<file path="src/rtl/led_share_if.sv">
// LED-share bus: requester levels and patterns in, owner/LED drive back out.
interface led_share_if #(
    parameter int NUM_REQ = 3,
    parameter int LED_W   = 8
);
    logic [NUM_REQ-1:0]       req;
    logic [NUM_REQ*LED_W-1:0] req_data;
    logic [NUM_REQ-1:0]       grant;
    logic [LED_W-1:0]         led_out;
    logic                     busy;

    modport master (
        output req, req_data,
        input  grant, led_out, busy
    );

    modport slave (
        input  req, req_data,
        output grant, led_out, busy
    );
endinterface

</file>
<file path="src/rtl/led_share_arbiter.sv">
// Round-robin LED bank sharing with a minimum hold time per owner and
// optional immediate takeover by requester 0 (HPS PIO).
module led_share_arbiter #(
    parameter int               NUM_REQ      = 3,
    parameter int               LED_W        = 8,
    parameter int               HOLD_CYCLES  = 50000000,
    parameter int               CNT_W        = 26,
    parameter logic [LED_W-1:0] IDLE_PATTERN = '0,
    parameter bit               PREEMPT0     = 1'b1
) (
    input  logic        clk_clk,
    input  logic        reset_reset,
    led_share_if.slave  bus
);
    localparam int IDX_W = (NUM_REQ > 1) ? $clog2(NUM_REQ) : 1;

    typedef enum logic {IDLE, OWN} state_t;

    typedef struct packed {
        logic             found;
        logic [IDX_W-1:0] idx;
    } pick_t;

    state_t             state;
    logic [IDX_W-1:0]   owner;
    logic [IDX_W-1:0]   rr_last;
    logic [CNT_W-1:0]   hold_cnt;
    logic [NUM_REQ-1:0] grant_q;
    logic [LED_W-1:0]   led_q;
    logic               busy_q;

    logic [NUM_REQ-1:0] others;
    pick_t              pick_all;
    pick_t              pick_oth;
    logic               nxt_valid;
    logic [IDX_W-1:0]   nxt_owner;
    logic               change;

    // First set bit after 'last', wrapping; scanning forward keeps fairness.
    function automatic pick_t rr_pick(input logic [NUM_REQ-1:0] mask,
                                      input logic [IDX_W-1:0]   last);
        pick_t p;
        int    i;
        p = '0;
        for (int off = 1; off <= NUM_REQ; off++) begin
            i = (int'(last) + off) % NUM_REQ;
            if (!p.found && mask[i]) begin
                p.found = 1'b1;
                p.idx   = IDX_W'(i);
            end
        end
        return p;
    endfunction

    assign others   = bus.req & ~grant_q;
    assign pick_all = rr_pick(bus.req, rr_last);
    assign pick_oth = rr_pick(others, rr_last);

    always_comb begin
        nxt_valid = 1'b0;
        nxt_owner = owner;
        change    = 1'b0;
        case (state)
            IDLE: begin
                if (pick_all.found) begin
                    nxt_valid = 1'b1;
                    nxt_owner = pick_all.idx;
                    change    = 1'b1;
                end
            end
            default: begin
                if (!bus.req[owner]) begin
                    // Release never waits for hold; requester 0 still wins a tie.
                    change = 1'b1;
                    if (PREEMPT0 && bus.req[0]) begin
                        nxt_valid = 1'b1;
                        nxt_owner = '0;
                    end else if (pick_oth.found) begin
                        nxt_valid = 1'b1;
                        nxt_owner = pick_oth.idx;
                    end
                end else if (PREEMPT0 && owner != '0 && bus.req[0]) begin
                    nxt_valid = 1'b1;
                    nxt_owner = '0;
                    change    = 1'b1;
                end else if (hold_cnt == '0 && |others) begin
                    nxt_valid = 1'b1;
                    nxt_owner = pick_oth.idx;
                    change    = 1'b1;
                end else begin
                    nxt_valid = 1'b1;
                end
            end
        endcase
    end

    always_ff @(posedge clk_clk) begin
        if (reset_reset) begin
            state    <= IDLE;
            owner    <= '0;
            rr_last  <= IDX_W'(NUM_REQ - 1);
            hold_cnt <= '0;
            grant_q  <= '0;
            led_q    <= IDLE_PATTERN;
            busy_q   <= 1'b0;
        end else begin
            led_q <= nxt_valid ? bus.req_data[int'(nxt_owner)*LED_W +: LED_W] : IDLE_PATTERN;
            if (change && nxt_valid) begin
                state    <= OWN;
                owner    <= nxt_owner;
                rr_last  <= nxt_owner;
                hold_cnt <= CNT_W'(HOLD_CYCLES - 1);
                grant_q  <= NUM_REQ'(1) << nxt_owner;
                busy_q   <= 1'b1;
            end else if (change) begin
                // rr_last kept so the next search resumes after the last owner.
                state    <= IDLE;
                hold_cnt <= '0;
                grant_q  <= '0;
                busy_q   <= 1'b0;
            end else if (hold_cnt != '0) begin
                hold_cnt <= hold_cnt - 1'b1;
            end
        end
    end

    assign bus.grant   = grant_q;
    assign bus.led_out = led_q;
    assign bus.busy    = busy_q;
endmodule
</file>
<file path="src/flat_wrapper.sv">
// flat-port wrapper written by rule: the top's interface ports become plain ports
module led_share_arbiter_flat 
#(
    parameter int               NUM_REQ      = 3,
    parameter int               LED_W        = 8,
    parameter int               HOLD_CYCLES  = 50000000,
    parameter int               CNT_W        = 26,
    parameter logic [LED_W-1:0] IDLE_PATTERN = '0,
    parameter bit               PREEMPT0     = 1'b1
)
  (clk_clk, reset_reset, bus_req, bus_req_data, bus_grant, bus_led_out, bus_busy);
  led_share_if #(.NUM_REQ(NUM_REQ), .LED_W(LED_W)) bus_i ();
  input  logic clk_clk;
  input  logic reset_reset;
  input wire logic [$bits(bus_i.req)-1:0] bus_req;
  input wire logic [$bits(bus_i.req_data)-1:0] bus_req_data;
  output wire logic [$bits(bus_i.grant)-1:0] bus_grant;
  output wire logic [$bits(bus_i.led_out)-1:0] bus_led_out;
  output wire logic [$bits(bus_i.busy)-1:0] bus_busy;
  assign bus_i.req = bus_req;
  assign bus_i.req_data = bus_req_data;
  assign bus_grant = bus_i.grant;
  assign bus_led_out = bus_i.led_out;
  assign bus_busy = bus_i.busy;
  led_share_arbiter #(.NUM_REQ(NUM_REQ), .LED_W(LED_W), .HOLD_CYCLES(HOLD_CYCLES), .CNT_W(CNT_W), .IDLE_PATTERN(IDLE_PATTERN), .PREEMPT0(PREEMPT0)) u_core (.clk_clk(clk_clk), .reset_reset(reset_reset), .bus(bus_i));
endmodule
</file>
<file path="config.mk">
export PLATFORM = sky130hd
export DESIGN_NAME = led_share_arbiter_flat
export DESIGN_NICKNAME = d
export VERILOG_FILES = /design/src/rtl/led_share_if.sv /design/src/rtl/led_share_arbiter.sv /design/src/flat_wrapper.sv
export SDC_FILE = /design/constraint.sdc
export NUM_CORES = 1
export LEC_CHECK = 0
export ABC_AREA = 1
export CAP_MARGIN = 20
export CORE_MARGIN = 3
export CORE_UTILIZATION = 40
export DETAILED_ROUTE_END_ITERATION = 12
export PLACE_DENSITY_LB_ADDON = 0.25
export SLEW_MARGIN = 20
export SYNTH_ARGS = -nofsm -noshare
export SYNTH_HDL_FRONTEND = slang
export SYNTH_SLANG_ARGS = --single-unit
</file>
<file path="constraint.sdc">
create_clock -name clk_clk -period 3.4 [get_ports clk_clk]
set_clock_uncertainty 0.15 [all_clocks]
set_input_delay 1.02 -clock clk_clk [delete_from_list [all_inputs] [get_ports clk_clk]]
set_output_delay 1.02 -clock clk_clk [all_outputs]
set_load 0.05 [all_outputs]
</file>
# Word level (Yosys, flattened, before mapping)
# Cells that the tools add are included.
# op_classes
n_mux,49
shifts,2
div_mod_pow,3
n_lt_le_gt_ge,4
reduce_logical,19
n_addsub,4
n_bitwise,3
# ops
op,n
$lt 32x4->1 const B,3
$mod 32x3->32 const B,3
$mux 26,3
$logic_not 26->1,1
$reduce_bool 26->1,1
$sub 26x1->26 const B,1
$mux 1,24
$mux 3,8
$shiftx 24x6->8,1
$bmux 1 s2,7
$mux 2,7
$logic_and 1x1->1,7
$add 2x2->3 const B,2
$reduce_or 3->1,2
$logic_not 1->1,4
$reduce_bool 2->1,2
$add 2x1->3 const B,1
$and 3x3->3,1
$lt 2x3->1 const B,1
$not 3->3,1
$reduce_bool 3->1,1
$shl 1x2->3 const A,1
$reduce_or 2->1,1
$not 1->1,1
# totals
reg_bits,42
word_cells,91
out_inout_bits,12

# Logic depth before layout (Yosys ltp)
# Gate-level depths: netlist of run 1.
# depth
ltp_word,18
ltp_mapped,18
ltp_nobuf,17

# Worst setup path before layout of run 1
# Ideal clock, no wire load.
# synth_timing
path_kind,in2reg
start,input bus_req[1]
end,register u_core.led_q[0] (netlist: u_core.bus.led_out[0])
cell_stages,13
required_time_ps,3121
path_slack_ps,870
t_arrival_ps,2251
path_cell_list,nand2_1 a21oi_1 a21oi_1 inv_1 nand2_1 clkinv_1 nand2_1 nand3_2 nand2_4 nand2_8 buf_12 nand3_2 a21oi_1
# synth_between
elab_chain_len,17
word_cells_on_any_way,52
# synth_rtl
element,line_no,text
from (decl),flat_wrapper.sv:15,input wire logic [$bits(bus_i.req)-1:0] bus_req;
branches (longest 17 deep; another with $and 3x3->3),--,
to (signal assigned),led_share_arbiter.sv:107,led_q <= nxt_valid ? bus.req_data[int'(nxt_owner)*LED_W +: LED_W] : IDLE_PATTERN;
to (decl),led_share_arbiter.sv:29,logic [LED_W-1:0] led_q;
# Several ways; the timed one is not identified. The select of a mux whose other input is x is not followed.
# A chain may end at the register's enable or synchronous reset.

# Worst setup path in the final report of run 1
# layout_timing
start,input bus_req[0]
end,register u_core.hold_cnt[1]
# layout_between
elab_chain_len,17
word_cells_on_any_way,51
# layout_rtl
element,line_no,text
$and 3x3->3,led_share_arbiter.sv:55,assign others = bus.req & ~grant_q;
$bmux 1 s2,led_share_arbiter.sv:47,if (!p.found && mask[i]) begin
$mux 1 (implied by the code) (2 in series),led_share_arbiter.sv:47,
$mux 3,led_share_arbiter.sv:47,
$logic_not 1->1,led_share_arbiter.sv:47,
$logic_and 1x1->1,led_share_arbiter.sv:47,
$mux 3,led_share_arbiter.sv:47,
$logic_not 1->1,led_share_arbiter.sv:47,
$logic_and 1x1->1,led_share_arbiter.sv:47,
$mux 3,led_share_arbiter.sv:47,
$mux 1,led_share_arbiter.sv:78,end else if (pick_oth.found) begin
$mux 1,led_share_arbiter.sv:75,if (PREEMPT0 && bus.req[0]) begin
$mux 1,led_share_arbiter.sv:72,if (!bus.req[owner]) begin
$mux 1,led_share_arbiter.sv:63,case (state)
$logic_and 1x1->1,led_share_arbiter.sv:108,if (change && nxt_valid) begin
$reduce_bool 3->1 (no source line) or $mux 26 (tied branches),--,
to (signal assigned),led_share_arbiter.sv:112,hold_cnt <= CNT_W'(HOLD_CYCLES - 1);
to (signal assigned),led_share_arbiter.sv:122,hold_cnt <= hold_cnt - 1'b1;
to (decl),led_share_arbiter.sv:27,logic [CNT_W-1:0] hold_cnt;
# Parallel ways exist; a longest one is shown, timed or not. The select of a mux whose other input is x is not followed.

==> results of run 1 <==
worst max-delay path by stage:
stage               start                    end  slack (ns)
2_1_floorplan  bus_req[1]  u_core.bus.led_out[0]        0.87
3_3_place_gp   bus_req[2]  u_core.bus.led_out[5]        0.10
3_5_place_dp   bus_req[0]     u_core.hold_cnt[1]        0.07
4_1_cts        bus_req[0]     u_core.hold_cnt[1]        0.37
5_1_grt        bus_req[0]  u_core.bus.led_out[7]        0.12
6_report       bus_req[0]     u_core.hold_cnt[1]        0.33
where the power goes:
part           total [W]  switching [W]  leakage, nW  internal, W
sequential      0.000805       0.000152        0.340     0.000653
clock           0.000362       0.000175       0.0549     0.000188
combinational    0.00209        0.00137         1.06     0.000723
synthesized netlist by cell type (all sizes together):
master / number / area share
nand2: 93 / 0.15
nand3: 55 / 0.12
nor2: 50 / 0.085
inv: 44 / 0.061
dfxtp: 41 / 0.30
a21oi: 36 / 0.067
nand4: 17 / 0.044
o21ai: 12 / 0.022
buf: 7 / 0.024
nor3: 7 / 0.015
ha: 6 / 0.027
xor2: 6 / 0.019
nor4: 4 / 0.0091
clkbuf: 3 / 0.0041
o211ai: 3 / 0.0082
or2: 3 / 0.0069
xnor2: 3 / 0.0096
nor2b: 2 / 0.010
a21boi: 1 / 0.0027
a21o: 1 / 0.0027
a31oi: 1 / 0.0023
and2: 1 / 0.0032
and3: 1 / 0.0023
clkinv: 1 / 0.0014
nand3b: 1 / 0.0027
nor3b: 1 / 0.0027
o21a: 1 / 0.0027
o31ai: 1 / 0.0027
state kept, by name, summed over array words and instances (netlist names):
signal	flops
u_core.bus.grant	3
u_core.bus.led_out	8
u_core.hold_cnt	26
u_core.owner	1
u_core.rr_last	2
u_core.state	1
cell families (layout without fill, tap and decap cells):
group           after synthesis  in the layout
simple gates                235            235
fa+ha+maj                     6              6
buf+inv                      55             99
xor+xnor                      9              9
compound gates               56             56
flops                        41             41
through the flow:
stage	cell area, um2	util	instances	hold WS [ns]
finish	3310	0.509	523	0.369
global route	3310	0.509	523	0.425
CTS	3310	0.509	523	0.369
detailed placement	3200	0.493	515	0.358
global placement	3200	0.493	515	0.364
floorplan	2740	-	402	0.315
cell type report:
cell class	instances	area [um2]	share of cell area
Multi-Input combinational cell	306	1670	0.505
Sequential cell	41	821	0.248
Timing Repair Buffer	46	445	0.135
Inverter	45	171	0.0518
Clock buffer	7	96.3	0.0291
Tap cell	77	96.3	0.0291
Clock inverter	1	8.76	0.00265
worst min-delay path, cell delays in order (launching register included):
cell     delay, ns
dfxtp_1       0.35
nand2_1       0.07
a21oi_1       0.06
routing by layer:
metal | routed length [um] | GRT usage | part of all wire | up-vias
li1 | - | - | - | 1418
met4 | 72 | 0.0453 | 0.011 | 0
met2 | 2960 | 0.288 | 0.43 | 87
met5 | 0 | 0 | 0 | -
met3 | 418 | 0.0419 | 0.061 | 6
met1 | 3370 | 0.248 | 0.49 | 1237
==> impl_metrics.py, run 1 <==
metrics = {
    "outcome": {
        "status": "finished clean",
    },
    "global_route": {
        "grt_overflow_total": 0,
        "grt_max_degree": 20,
        "first_global_vias": 2534,
        "grt_pass1_wl_um": 11500,
        "grt_antenna_before_repair": 0,
        "groute.usage.overall": 0.181,
    },
    "setup_path": {
        "crit_arrival_ns": 3.11,
        "r2r_cells": 12,
        "worst-path-max-fanout": 6,
        "cp.required_ns": 3.44,
        "r2r-end": "u_core.hold_cnt[1]",
        "worst_setup_path_end_kind": "flop",
        "worst_setup_path_start_kind": "primary input",
        "worst_path_max_delay_cell": "clkdlybuf4s50_1",
        "path_class": "in -> reg",
        "path_buf_inv": 2,
        "crit_path_frequent_cell": "nand2_1",
        "rrSetupSlack_ns": 0.66,
        "path_cells": "clkdlybuf4s50_1 > o211ai_1 > nand2_1 > inv_2 > nand2_1 > nor2_1 > nand2_1 > nand2_1 > nand4_1 > o21ai_0 > nor2_1",
        "crit_family": "simple AND/OR/NAND/NOR gates",
        "critPathMaxStageDelay_ns": 0.53,
        "r2r-start": "u_core.rr_last[1]",
        "path_depth": 11,
    },
    "logic_synthesis": {
        "synth_area_per_cell_um2": 6.81,
        "ys_warn_count": 0,
        "synth-simple-area-share": 0.443,
        "netlist_instances": 402,
        "syn_nets": 437,
        "synth_xor_area_frac": 0.0288,
        "synth_top_family_by_area": "simple AND/OR/NAND/NOR gates",
        "ys_seq_elements": 41,
        "synthesis.area_um2": 2740,
        "synth_fa_ha_area_frac": 0.0274,
        "muxShareOfSynthArea": 0,
        "ys_types": 44,
        "yosysSeqAreaShare": 0.300,
        "synth-compound-area-share": 0.111,
    },
    "finish": {
        "syn_to_final_growth_pct": 20.8,
        "n_antenna_cell": 0,
        "drive_gt1_frac": 0.126,
        "fin_nets": 480,
        "fillers": 654,
        "mostFrequentLayoutCells": "nand2_1 (83), nand3_1 (46), nor2_1 (42)",
        "final_common_cell": "nand2_1",
    },
    "routing": {
        "ant_nets": 0,
        "num_vias": 2748,
        "drc_errors": 0,
        "drt_iter0_drc": 170,
        "vias_per_cell": 5.25,
        "avgRoutedWirePerCell_um": 13.0,
        "first_pass_iters": 5,
        "wl_um": 6820,
    },
    "floorplanning": {
        "start_util": 0.421,
        "die_area_um2": 7870,
        "ioPinCount": 41,
        "core_area_um2": 6490,
        "fp.dieW_um": 88.7,
        "num_rows": 29,
        "die_h_um": 88.7,
    },
    "hold_path": {
        "min_from": "u_core.hold_cnt[7]",
        "whs_path_depth": 2,
        "min_to": "u_core.hold_cnt[7]",
        "hold_class": "reg -> reg",
    },
    "clock_network": {
        "cts_buffer_depth": 2,
        "cts_root_buf": "clkbuf_8",
        "ctsHoldBuffers": 0,
        "cts_tree": "built",
        "cts-buffers-inserted": 5,
        "cts_num_sinks": 41,
        "cts_setup_buffers": 0,
        "htree_levels": 2,
        "cts.repair.resized": 0,
        "clk_pin_slew_ns": 0.08,
        "clock_latency_ns": 0.30,
    },
    "timing": {
        "worst_pin_slew_ns": 0.655,
        "finalSetupViolCount": 0,
        "setup_tns_ns": 0,
        "post-route-min-period_ns": 3.07,
        "slew_headroom": 0.562,
        "setup_ws_ns": 0.326,
        "hold_violations": 0,
        "period_share": 0.904,
        "slew_viol_final": 0,
        "fmaxAchievable_mhz": 325,
        "grt_setup_unrepaired": "no",
    },
    "job": {
        "maxCapViolCount": 0,
    },
    "placed_design": {
        "gp_congestion": 0.821,
        "dpl.hpwl_um": 5280,
        "pre_cts_slack_ns": 0.0665,
        "io_buffers": 40,
    },
    "power_and_ir_drop": {
        "p_per_area_nw_per_um2": 984,
        "vdd_drop_max_v": 0.000445,
        "finalPower_w": 0.00326,
        "p_leak_nw": 1.45,
    },
}
Power figures use the tool's default switching activity.
==> inputs of run 2 (changes only) <==
Settings changed: CORE_MARGIN 3 to default.
==> run 2 against run 1 <==
Combinational power about the same. First-iteration DRC count is 7.1% higher. Wire length shrank 1.2%. Global-route usage rose by 0.99 points. Clock-buffer cell count shrank 1. Fmax rose by 0.71%. Flip-flop and latch count did not move. Non-clock buffer count did not move. Critical path type unchanged. Critical endpoint is now u_core.bus.led_out[4].
==> impl_metrics.py, run 2 (same netlist as run 1, synthesis figures left out) <==
metrics = {
    "timing": {
        "setup_tns_ns": 0,
        "worst_pin_slew_ns": 0.698,
        "fmaxAchievable_mhz": 328,
        "hold_violations": 0,
        "slew_viol_final": 0,
        "setup_ws_ns": 0.348,
        "finalSetupViolCount": 0,
        "grt_setup_unrepaired": "no",
        "post-route-min-period_ns": 3.05,
        "slew_headroom": 0.533,
        "period_share": 0.898,
    },
    "routing": {
        "avgRoutedWirePerCell_um": 12.9,
        "num_vias": 2779,
        "wl_um": 6740,
        "drt_iter0_drc": 182,
        "vias_per_cell": 5.32,
        "ant_nets": 0,
        "first_pass_iters": 4,
        "drc_errors": 0,
    },
    "global_route": {
        "groute.usage.overall": 0.191,
        "grt_pass1_wl_um": 11100,
        "grt_overflow_total": 0,
        "first_global_vias": 2460,
        "grt_antenna_before_repair": 0,
        "grt_max_degree": 21,
    },
    "placed_design": {
        "dpl_cell_area_um2": 3200,
        "io_buffers": 40,
        "pre_cts_slack_ns": 0.0507,
        "gp_congestion": 0.889,
        "dpl.hpwl_um": 5150,
    },
    "finish": {
        "mostFrequentLayoutCells": "nand2_1 (83), nand3_1 (46), nor2_1 (42)",
        "syn_to_final_growth_pct": 20.3,
        "drive_gt1_frac": 0.124,
        "largest_reg_flops": 26,
        "design_area_um2": 3290,
        "fin_nets": 480,
        "n_antenna_cell": 0,
        "largest-register": "u_core.hold_cnt",
        "final_common_cell": "nand2_1",
    },
    "hold_path": {
        "min_to": "u_core.hold_cnt[7]",
        "min_from": "u_core.hold_cnt[7]",
        "whs_path_depth": 2,
        "hold_class": "reg -> reg",
    },
    "setup_path": {
        "worst_path_max_delay_cell": "clkdlybuf4s50_1",
        "r2r_cells": 16,
        "r2r-start": "u_core.rr_last[0]",
        "path_class": "in -> reg",
        "worst-path-max-fanout": 19,
        "crit_path_frequent_cell": "nand2_1",
        "rrSetupSlack_ns": 0.73,
        "crit_arrival_ns": 3.07,
        "critPathMaxStageDelay_ns": 0.55,
        "worst_setup_path_start_kind": "primary input",
        "r2r-end": "u_core.bus.led_out[4]",
        "path_cells": "clkdlybuf4s50_1 > inv_2 > o21ai_0 > o211ai_1 > nor2_1 > nand3_1 > nand2_1 > nand3_2 > nand2_4 > nand2_8 > nand2_1 > nand2_1 > nand2_1 > a21oi_1",
        "path_buf_inv": 2,
        "crit_family": "simple AND/OR/NAND/NOR gates",
        "cp.required_ns": 3.42,
        "worst_setup_path_end_kind": "flop",
    },
    "floorplanning": {
        "die_h_um": 84.7,
        "fp.dieW_um": 84.7,
        "ioPinCount": 41,
        "num_rows": 29,
        "start_util": 0.421,
        "core_area_um2": 6490,
        "die_area_um2": 7180,
    },
    "clock_network": {
        "cts_num_sinks": 41,
        "cts_tree": "built",
        "cts-buffers-inserted": 5,
        "ctsHoldBuffers": 0,
        "clock_latency_ns": 0.29,
        "cts_setup_buffers": 0,
        "htree_levels": 2,
        "cts_root_buf": "clkbuf_8",
        "cts_buffer_depth": 2,
        "clk_pin_slew_ns": 0.08,
        "cts.repair.resized": 0,
    },
    "power_and_ir_drop": {
        "p_leak_nw": 1.44,
        "vdd_drop_max_v": 0.000507,
        "p_per_area_nw_per_um2": 974,
    },
    "job": {
        "maxCapViolCount": 0,
    },
    "outcome": {
        "status": "finished clean",
    },
}
==> run 2: cell count changes in the layout (fill, tap and decap cells not counted), sizes merged <==
| cell | before | now |
|---|---|---|
| inv | 45 | 44 |
| clkinvlp | 0 | 1 |
| clkbuf | 7 | 6 |
==> run 2: area by class of cell <==
cell class	count	area, um2
repair buffers	46	445
clock inverters	1	7.51
multi-input cells	306	1670
fillers	643	3200
clock buffers	6	82.6
well taps	77	96.3
inverters	45	171
flip-flops and latches	41	821
==> run 2: worst register-to-register path: stages, from the launching register on <==
cell	delay (ns)
dfxtp_1	0.48
inv_1	0.14
ha_1	0.29
nand3_1	0.14
nor2_1	0.05
a21oi_1	0.27
inv_1	0.08
nand2_1	0.11
clkinv_1	0.09
nand2_1	0.08
nand3_2	0.11
nand2_4	0.17
nand2_8	0.14
nand2_1	0.08
nand2_1	0.05
nand2_1	0.07
a21oi_1	0.06
==> run 2: worst max path at each step <==
stage	start	to	slack (ns)	cells after the start
detailed placement	bus_req[2]	u_core.bus.led_out[1]	0.05	14
global route	bus_req[1]	u_core.hold_cnt[2]	0.20	13
global placement	bus_req[2]	u_core.bus.led_out[7]	0.09	14
finish	bus_req[2]	u_core.bus.led_out[4]	0.35	14
CTS	bus_req[2]	u_core.bus.led_out[1]	0.37	14
floorplan	bus_req[1]	u_core.bus.led_out[0]	0.87	13
==> run 2: power by group <==
| part | switching, W | internal (W) |
|---|---|---|
| sequential | 0.000146 | 0.000653 |
| clock | 0.000169 | 0.000161 |
| combinational | 0.00136 | 0.000718 |
==> run 2: through the flow <==
stage               hold slack (ns)  total power [W]  utilization  cells
floorplan                     0.315          0.00248            -    402
global placement              0.366          0.00286        0.493    515
detailed placement            0.375          0.00288        0.493    515
CTS                           0.386          0.00323        0.507    522
global route                  0.424          0.00348        0.507    522
finish                        0.389          0.00321        0.507    522
==> run 2: metal layers <==
layer  wire, um  track usage  up-vias
met5          0            0        -
met4         33       0.0524        0
met3        360       0.0334        2
met2       3110        0.324       95
met1       3230        0.251     1261
li1           -            -     1421
==> inputs of run 3 (changes only) <==
Settings changed: PLACE_DENSITY_LB_ADDON 0.25 to 0.08.
==> run 3 against run 2 <==
The flow now finishes with violations (DRC). Clock power up 6.1%. Sequential power about the same. Via count down 2.1%. Critical path depth rose by 1. Hold slack worse by 0.048 ns. Critical path type unchanged. Largest cell class unchanged.
==> impl_metrics.py, run 3 (same netlist as run 1, synthesis figures left out) <==
metrics = {
    "outcome": {
        "status": "complete, but fails checks",
        "violations": "DRC",
    },
    "routing": {
        "drc_errors": 1,
        "first_pass_iters": 8,
        "wl_um": 6910,
        "drt_iter0_drc": 163,
        "ant_nets": 0,
        "avgRoutedWirePerCell_um": 13.2,
        "vias_per_cell": 5.20,
        "num_vias": 2722,
    },
    "setup_path": {
        "worst_setup_path_start_kind": "primary input",
        "crit_arrival_ns": 3.18,
        "r2r-start": "u_core.rr_last[1]",
        "startpoint": "bus_req[0]",
        "worst-path-max-fanout": 12,
        "cp.required_ns": 3.49,
        "path_class": "in -> reg",
        "worst_setup_path_end_kind": "flop",
    },
    "finish": {
        "n_antenna_cell": 0,
        "fillers": 656,
        "drive_gt1_frac": 0.126,
        "largest_reg_flops": 26,
        "syn_to_final_growth_pct": 20.5,
        "mostFrequentLayoutCells": "nand2_1 (83), nand3_1 (46), nor2_1 (42)",
        "final_common_cell": "nand2_1",
        "largest-register": "u_core.hold_cnt",
        "fin_nets": 480,
    },
    "clock_network": {
        "cts.repair.resized": 0,
        "cts_setup_buffers": 0,
        "cts_buffer_depth": 2,
        "clk_pin_slew_ns": 0.09,
        "ctsHoldBuffers": 0,
        "clock_latency_ns": 0.30,
        "cts_num_sinks": 41,
        "cts_tree": "built",
        "cts-buffers-inserted": 5,
        "htree_levels": 2,
        "cts_root_buf": "clkbuf_8",
    },
    "global_route": {
        "grt_pass1_wl_um": 11700,
        "first_global_vias": 2452,
        "grt_antenna_before_repair": 0,
        "groute.usage.overall": 0.202,
        "grt_overflow_total": 0,
        "grt_max_degree": 21,
    },
    "timing": {
        "slew_headroom": 0.655,
        "hold_ws_ns": 0.341,
        "finalSetupViolCount": 0,
        "post-route-min-period_ns": 3.10,
        "setup_tns_ns": 0,
        "slew_viol_final": 0,
        "period_share": 0.910,
        "grt_setup_unrepaired": "no",
        "hold_violations": 0,
        "worst_pin_slew_ns": 0.516,
        "setup_ws_ns": 0.304,
        "fmaxAchievable_mhz": 323,
    },
    "power_and_ir_drop": {
        "p_per_area_nw_per_um2": 981,
        "p_switching_w": 0.00170,
        "p_clk_frac": 0.108,
        "p_leak_nw": 1.45,
        "p_comb_frac": 0.646,
        "seq_power_share": 0.246,
        "p_sw_frac": 0.525,
        "vdd_drop_max_v": 0.000366,
        "p_int_w": 0.00154,
    },
    "floorplanning": {
        "fp.dieW_um": 84.7,
        "die_area_um2": 7180,
        "num_rows": 29,
        "ioPinCount": 41,
        "start_util": 0.421,
        "core_area_um2": 6490,
        "die_h_um": 84.7,
    },
    "placed_design": {
        "io_buffers": 40,
        "gp_congestion": 0.863,
        "dpl.hpwl_um": 5250,
        "pre_cts_slack_ns": 0.0185,
    },
    "hold_path": {
        "min_from": "u_core.bus.grant[1]",
        "hold_class": "reg -> reg",
    },
    "job": {
        "maxCapViolCount": 0,
    },
}
## run 3: power groups by stage
stage	Combinational [W]	Sequential (W)	Clock (W)
3_3_place_gp	0.00208	0.000804	0
5_1_grt	0.00234	0.000821	0.000376
2_1_floorplan	0.00157	0.000910	0
6_report	0.00209	0.000796	0.000349
3_5_place_dp	0.00209	0.000805	0
4_1_cts	0.00210	0.000794	0.000358
## run 3: worst max-delay path, stage by stage
cell and delay (ns):
clkdlybuf4s50_1 0.53, nand2_2 0.15, nand2_1 0.06, nand3_1 0.08, nand2_1 0.10, nor2_2 0.18
nand2_1 0.11, clkinv_1 0.07, nand2_1 0.05, nand3_1 0.08, nor2b_4 0.22, inv_2 0.05
nand2_2 0.19, nand4_1 0.19, o21ai_1 0.11
## run 3: worst paths after layout
kind,cells after the start,slack [ns],end
hold / removal,2,0.34,u_core.bus.grant[1]
setup reg to reg,15,0.66,u_core.bus.grant[1]
hold reg to reg,2,0.34,u_core.bus.grant[1]
setup / recovery,15,0.30,u_core.bus.grant[1]
## run 3: final cells by class
cell class / count / area, um2 / area share
multi-input combinational: 306 / 1670 / 0.506
sequential: 41 / 821 / 0.249
timing repair buffer: 46 / 445 / 0.135
inverter: 45 / 171 / 0.0520
tap: 77 / 96.3 / 0.0292
clock buffer: 6 / 82.6 / 0.0250
clock inverter: 2 / 13.8 / 0.00417
## run 3: metrics by stage
stage / cell area, um2 / util / instances / power [W]
after floorplan: 2740 / - / 402 / 0.00248
after global placement: 3200 / 0.493 / 515 / 0.00288
after detailed placement: 3200 / 0.493 / 515 / 0.00289
after CTS: 3300 / 0.508 / 523 / 0.00325
after global routing: 3300 / 0.508 / 523 / 0.00353
final: 3300 / 0.508 / 523 / 0.00324
## run 3: metal layers
layer | routed length [um] | GRT usage | share of wire | vias to the layer above
met5 | 0 | 0 | 0 | -
met4 | 63 | 0.0462 | 0.0091 | 0
met3 | 293 | 0.0344 | 0.042 | 6
met2 | 3090 | 0.330 | 0.45 | 55
met1 | 3470 | 0.278 | 0.50 | 1246
li1 | - | - | - | 1415
==> variant 1 (config.mk and constraints of run 2) <==
`NUM_REQ` is set to 3 in 3 places; all go to 5.
--- a/src/rtl/led_share_if.sv
+++ b/src/rtl/led_share_if.sv
@@ -1,5 +1,5 @@
 // LED-share bus: requester levels and patterns in, owner/LED drive back out.
 interface led_share_if #(
-    parameter int NUM_REQ = 3,
+    parameter int NUM_REQ = 5,
     parameter int LED_W   = 8
 );
--- a/src/rtl/led_share_arbiter.sv
+++ b/src/rtl/led_share_arbiter.sv
@@ -2,5 +2,5 @@
 // optional immediate takeover by requester 0 (HPS PIO).
 module led_share_arbiter #(
-    parameter int               NUM_REQ      = 3,
+    parameter int               NUM_REQ      = 5,
     parameter int               LED_W        = 8,
     parameter int               HOLD_CYCLES  = 50000000,
--- a/src/flat_wrapper.sv
+++ b/src/flat_wrapper.sv
@@ -2,5 +2,5 @@
 module led_share_arbiter_flat 
 #(
-    parameter int               NUM_REQ      = 3,
+    parameter int               NUM_REQ      = 5,
     parameter int               LED_W        = 8,
     parameter int               HOLD_CYCLES  = 50000000,
Interface: changed (resized bus_grant, bus_req and bus_req_data); port bits go from 41 to 61. No check against the original RTL was run, so the function may have changed too.
==> variant 1 against run 2 <==
The run now ends with negative setup slack left. Design area grew 130%. Worst setup slack got worse by 0.85 ns. Wire length rose to 2.6 times the old value. Sequential cell count up 3. Non-clock buffer count grew 187. Count of clock-buffer cells in the layout unchanged. Area after synthesis grew 60%. Sequential share of layout area down 13 points. Highest routed layer unchanged. Hold slack worse by 0.0085 ns.
Power is not shown: default switching activity piles up to over one toggle a cycle in this logic, so the estimate is an artifact.
==> variant 1: results (changes against run 2) <==
status -> finished with violations
failing checks -> negative setup slack
CTS H-Tree Depth -> 2 (unchanged)
Num CTS Buffers -> 5 (unchanged)
hpwl dp -> 11.9 mm (+130%)
library cells used by synthesis -> 44 (unchanged)
Worst Path Max Fanout -> 5 (-14)
ratio of cells with drive above 1 in the final layout -> 42.4% (+30 points)
initial detailed-routing violation count -> 455 (+150%)
worst-case reg-to-reg path depth -> 27 (+11)
Worst-path clk slew -> 0.09 ns
Post-Route WL -> 17.5 mm (+160%)
Biggest register -> u_core.hold_cnt
Top Metal Used -> met4
post-synthesis sequential area ratio -> 20.1% (-9.9 points)
Final Hold Vio Count -> 0 (unchanged)
Reg2Reg Capture Point -> u_core.bus.led_out[2]
via count -> 5937 (+110%)
wire length on met2 -> 8.43 mm (+170%)
first-pass GRT wire length -> 26.4 mm (+140%)
post-layout worst setup margin -> -0.498 ns (-0.846 ns)
worst-skew pair later-pin latency -> 0.31 ns (+0.02 ns)
hold path depth -> 2 (unchanged)
synth top area cells -> dfxtp_1, nand2_1, nand3_1
Critical Path AT -> 3.99 ns (+0.92 ns)
GR Util All Layers -> 29.0% (+9.9 points)
largest net degree at the start of global routing -> 17 (-19%)
compound-gate portion of the synthesized area -> 13.5% (+2.5 points)
IO buf count -> 60 (+50%)
Final setup viols -> 43 (+43)
routed length on met3 -> 1.12 mm (+210%)
worst slack at placement -> -0.540 ns (-0.590 ns)
XOR/XNOR Fraction of Synth Area -> 4.03% (+1.1 points)
Slew HR -> 50.9% (-2.4 points)
met3 usage -> 4.07% (+0.73 points)
Synth Instances -> 721 (+79%)
Hold WS -> 0.380 ns (-0.00853 ns)
syn nets -> 792 (+81%)
Synth Warn # -> 0 (unchanged)
min-delay src -> u_core.hold_cnt[24]
drt pass-1 iters -> 6 (+2)
most frequent cells after synthesis -> nand2_1, nand3_1, inv_1
via count of the first global-routing pass -> 5605 (+130%)
slowest cell delay on critical path -> 0.39 ns (-0.16 ns)
CP max stage cell -> dfxtp_4
DP Area -> 6090 sq um (+90%)
Hold EP -> u_core.hold_cnt[24]
GRT met2 Usage -> 50.4% (+18 points)
vias per cell -> 5.47 (+2.7%)
TNS Setup -> -16.50 ns (-16.50 ns)
routability cong. -> 0.936 (+5.3%)
metal1 wirelength -> 7.43 mm (+130%)
number of nets in the layout -> 1021 (+110%)
Post-Synth Adder-Cell Area -> 6.86% (+4.1 points)
met1 global-route usage -> 36.4% (+11 points)
==> variant 1: changes by cell type after synthesis, moves of 5 or more <==
cell	before	now
nand2_1	83	209
nand3_1	46	93
inv_1	38	69
o21ai_0	7	28
ha_1	6	24
inv_2	5	18
nand2_2	7	20
nor2_1	42	54
o211ai_1	3	11
xor2_1	6	12
buf_2	3	8
nor2_2	5	0
o21ai_1	5	10
==> variant 1: layout make-up <==
| type | instances | area, sq um |
|---|---|---|
| fill | 764 | 2810 |
| clock buffer | 6 | 93.8 |
| tap | 136 | 170 |
| multi-input combinational | 577 | 3970 |
| inverter | 88 | 378 |
| timing repair inverter | 1 | 6.26 |
| timing repair buffer | 233 | 2110 |
| sequential | 44 | 892 |
| clock inverter | 1 | 30.0 |
==> variant 1: how the worst max path moves through the flow <==
stage | startpoint | end | slack, ns | depth (start not counted)
after floorplan | u_core.rr_last[0] | u_core.bus.led_out[0] | -0.25 | 30
after global placement | u_core.rr_last[0] | u_core.bus.led_out[2] | -0.42 | 34
after detailed placement | u_core.rr_last[0] | u_core.bus.led_out[7] | -0.54 | 31
after CTS | u_core.rr_last[1] | u_core.bus.led_out[2] | -0.35 | 27
after global routing | u_core.rr_last[0] | u_core.hold_cnt[11] | -0.65 | 26
final | u_core.rr_last[0] | u_core.bus.led_out[2] | -0.50 | 27
==> variant 1: worst min-delay path: cells and delay by family, from the launching register on <==
family          cells  cell delay (ns)
flops               1             0.32
compound gates      2             0.17
==> variant 1: timing repair <==
| action | CTS | global route |
|---|---|---|
| endpoints found under the setup margin | 44 | 44 |
| setup buffers | 38 | 19 |
| pin swaps | 56 | 78 |
| gates resized for setup | 98 | 144 |
| cloned | 4 | 1 |
==> variant 2 (flow settings as in run 2) <==
Made on the original files. Reset style: asynchronous (`reset_reset`), changed in one clocked block.
--- a/src/rtl/led_share_arbiter.sv
+++ b/src/rtl/led_share_arbiter.sv
@@ -95,5 +95,5 @@
     end
 
-    always_ff @(posedge clk_clk) begin
+    always_ff @(posedge clk_clk or posedge reset_reset) begin
         if (reset_reset) begin
             state    <= IDLE;
Function: differs if reset_reset is asserted again (counterexample within 4 cycles, from zero or initial values and one cycle with reset_reset high); with reset_reset held inactive, the same outputs for 4 cycles.
==> variant 2 against run 2 <==
Clock power is 15% higher. Wire length is 4.3% lower. Global-route usage is 0.19 points lower. Sequential cell count stayed put. Register-to-register slack worse by 0.17 ns. Design area is 4.8% higher. Count of clock-buffer cells in the layout stayed put. Sequential share of layout area is 4.8 points higher. Worst setup slack worse by 0.021 ns. Synthesized cell count is 2.5% lower. Power is 7.8% higher. Area after synthesis is 2.4% higher. Critical endpoint is now u_core.bus.led_out[2].
==> variant 2: results (changes against run 2) <==
GRT met2 Usage -> 31.5% (-0.88 points)
worst-case reg-to-reg path depth -> 14 (-2)
Biggest register -> u_core.hold_cnt
CP endpoint -> u_core.bus.led_out[2]
first-pass GRT wire length -> 11.2 mm (+0.99%)
metal1 wirelength -> 3.17 mm (-1.9%)
routed len/inst -> 12.0 um (-7.0%)
initial detailed-routing violation count -> 118 (-35%)
Synth Warn # -> 0 (unchanged)
compound-gate portion of the synthesized area -> 10.1% (-0.93 points)
r2r startpoint -> u_core.rr_last[1]
Static Leak -> 1.58 nW (+9.4%)
Worst R2R Setup Slack -> 0.56 ns (-0.17 ns)
XOR/XNOR Fraction of Synth Area -> 4.69% (+1.8 points)
synth top area cells -> dfrtp_1, nand2_1, nand3_1
Critical Path AT -> 3.12 ns (+0.05 ns)
Worst-path clk slew -> 0.07 ns
library cells used by synthesis -> 34 (-23%)
peak supply drop -> 453 uV (-11%)
hpwl dp -> 4.94 mm (-4.0%)
FFs w/ async S/R, synth -> 100% (+100 points)
largest net degree at the start of global routing -> 42 (+100%)
wire length on met2 -> 2.92 mm (-6.0%)
family with the most delay on the worst path -> simple AND/OR/NAND/NOR gates
drt pass-1 iters -> 4 (unchanged)
Slew HR -> 65.4% (+12 points)
# diodes -> 0 (unchanged)
Post-Synth Adder-Cell Area -> 2.68% (-0.065 points)
post-synthesis sequential area ratio -> 36.6% (+6.7 points)
routability cong. -> 0.890 (+0.10%)
most frequent cells after synthesis -> nand2_1, nor2_1, nand3_1
routed length on met3 -> 251 um (-30%)
ratio of cells with drive above 1 in the final layout -> 13.4% (+1.0 points)
status -> finished clean
number of nets in the layout -> 475 (-1.0%)
Hold Crit Class -> flop to flop
GR Util All Layers -> 18.9% (-0.19 points)
slowest cell delay on critical path -> 0.51 ns (-0.04 ns)
vias per cell -> 4.86 (-8.7%)
switching pwr -> 0.00176 W (+5.2%)
syn nets -> 427 (-2.3%)
met3 usage -> 3.27% (-0.071 points)
Fill cells -> 660 (+2.6%)
met1 global-route usage -> 25.6% (+0.49 points)
via count of the first global-routing pass -> 2563 (+4.2%)
Post-CTS Setup Inserts -> 0 (unchanged)
-- variant 2: changes by cell type after synthesis, moves of 6 or more --
cell / change
dfrtp_1: +40
dfxtp_1: -41
nand2_1: +6
nand3_2: -7
nand4_1: -11
nor2_1: +7
-- variant 2: power groups by stage --
stage	Combinational, W	Sequential, W	Clock [W]
floorplan	0.00153	0.00104	0
global placement	0.00218	0.000877	0
detailed placement	0.00221	0.000873	0
CTS	0.00222	0.000868	0.000391
global route	0.00248	0.000892	0.000405
finish	0.00221	0.000867	0.000378
-- variant 2: metrics by stage --
step / std cells / hold WS, ns / util (%) / area [sq um] / setup slack, ns
after floorplan: 392 / 0.320 / - / 2800 / 0.904
after global placement: 529 / 0.380 / 49.2 / 3340 / 0.0708
after detailed placement: 529 / 0.364 / 49.2 / 3340 / 0.0222
after CTS: 537 / 0.382 / 50.8 / 3450 / 0.328
after global routing: 537 / 0.411 / 50.8 / 3450 / 0.0930
final: 537 / 0.378 / 50.8 / 3450 / 0.327
-- variant 2: how the worst min path moves through the flow --
stage	start	to	slack (ns)	cells past startpoint
floorplan	u_core.rr_last[1]	u_core.rr_last[1]	0.32	2
global placement	u_core.rr_last[1]	u_core.rr_last[1]	0.38	2
detailed placement	u_core.rr_last[1]	u_core.rr_last[1]	0.36	2
CTS	u_core.rr_last[1]	u_core.rr_last[1]	0.38	2
global route	u_core.rr_last[1]	u_core.rr_last[1]	0.41	2
finish	u_core.rr_last[1]	u_core.rr_last[1]	0.38	2
-- variant 2: area by class of cell --
class,instances,area [sq um],area share (%)
Sequential cell,41,1030,29.8
Tap cell,96,120,3.48
Multi-Input combinational cell,296,1530,44.4
Inverter,46,175,5.07
Clock inverter,2,35.0,1.01
Timing Repair Buffer,50,488,14.1
Clock buffer,6,72.6,2.10
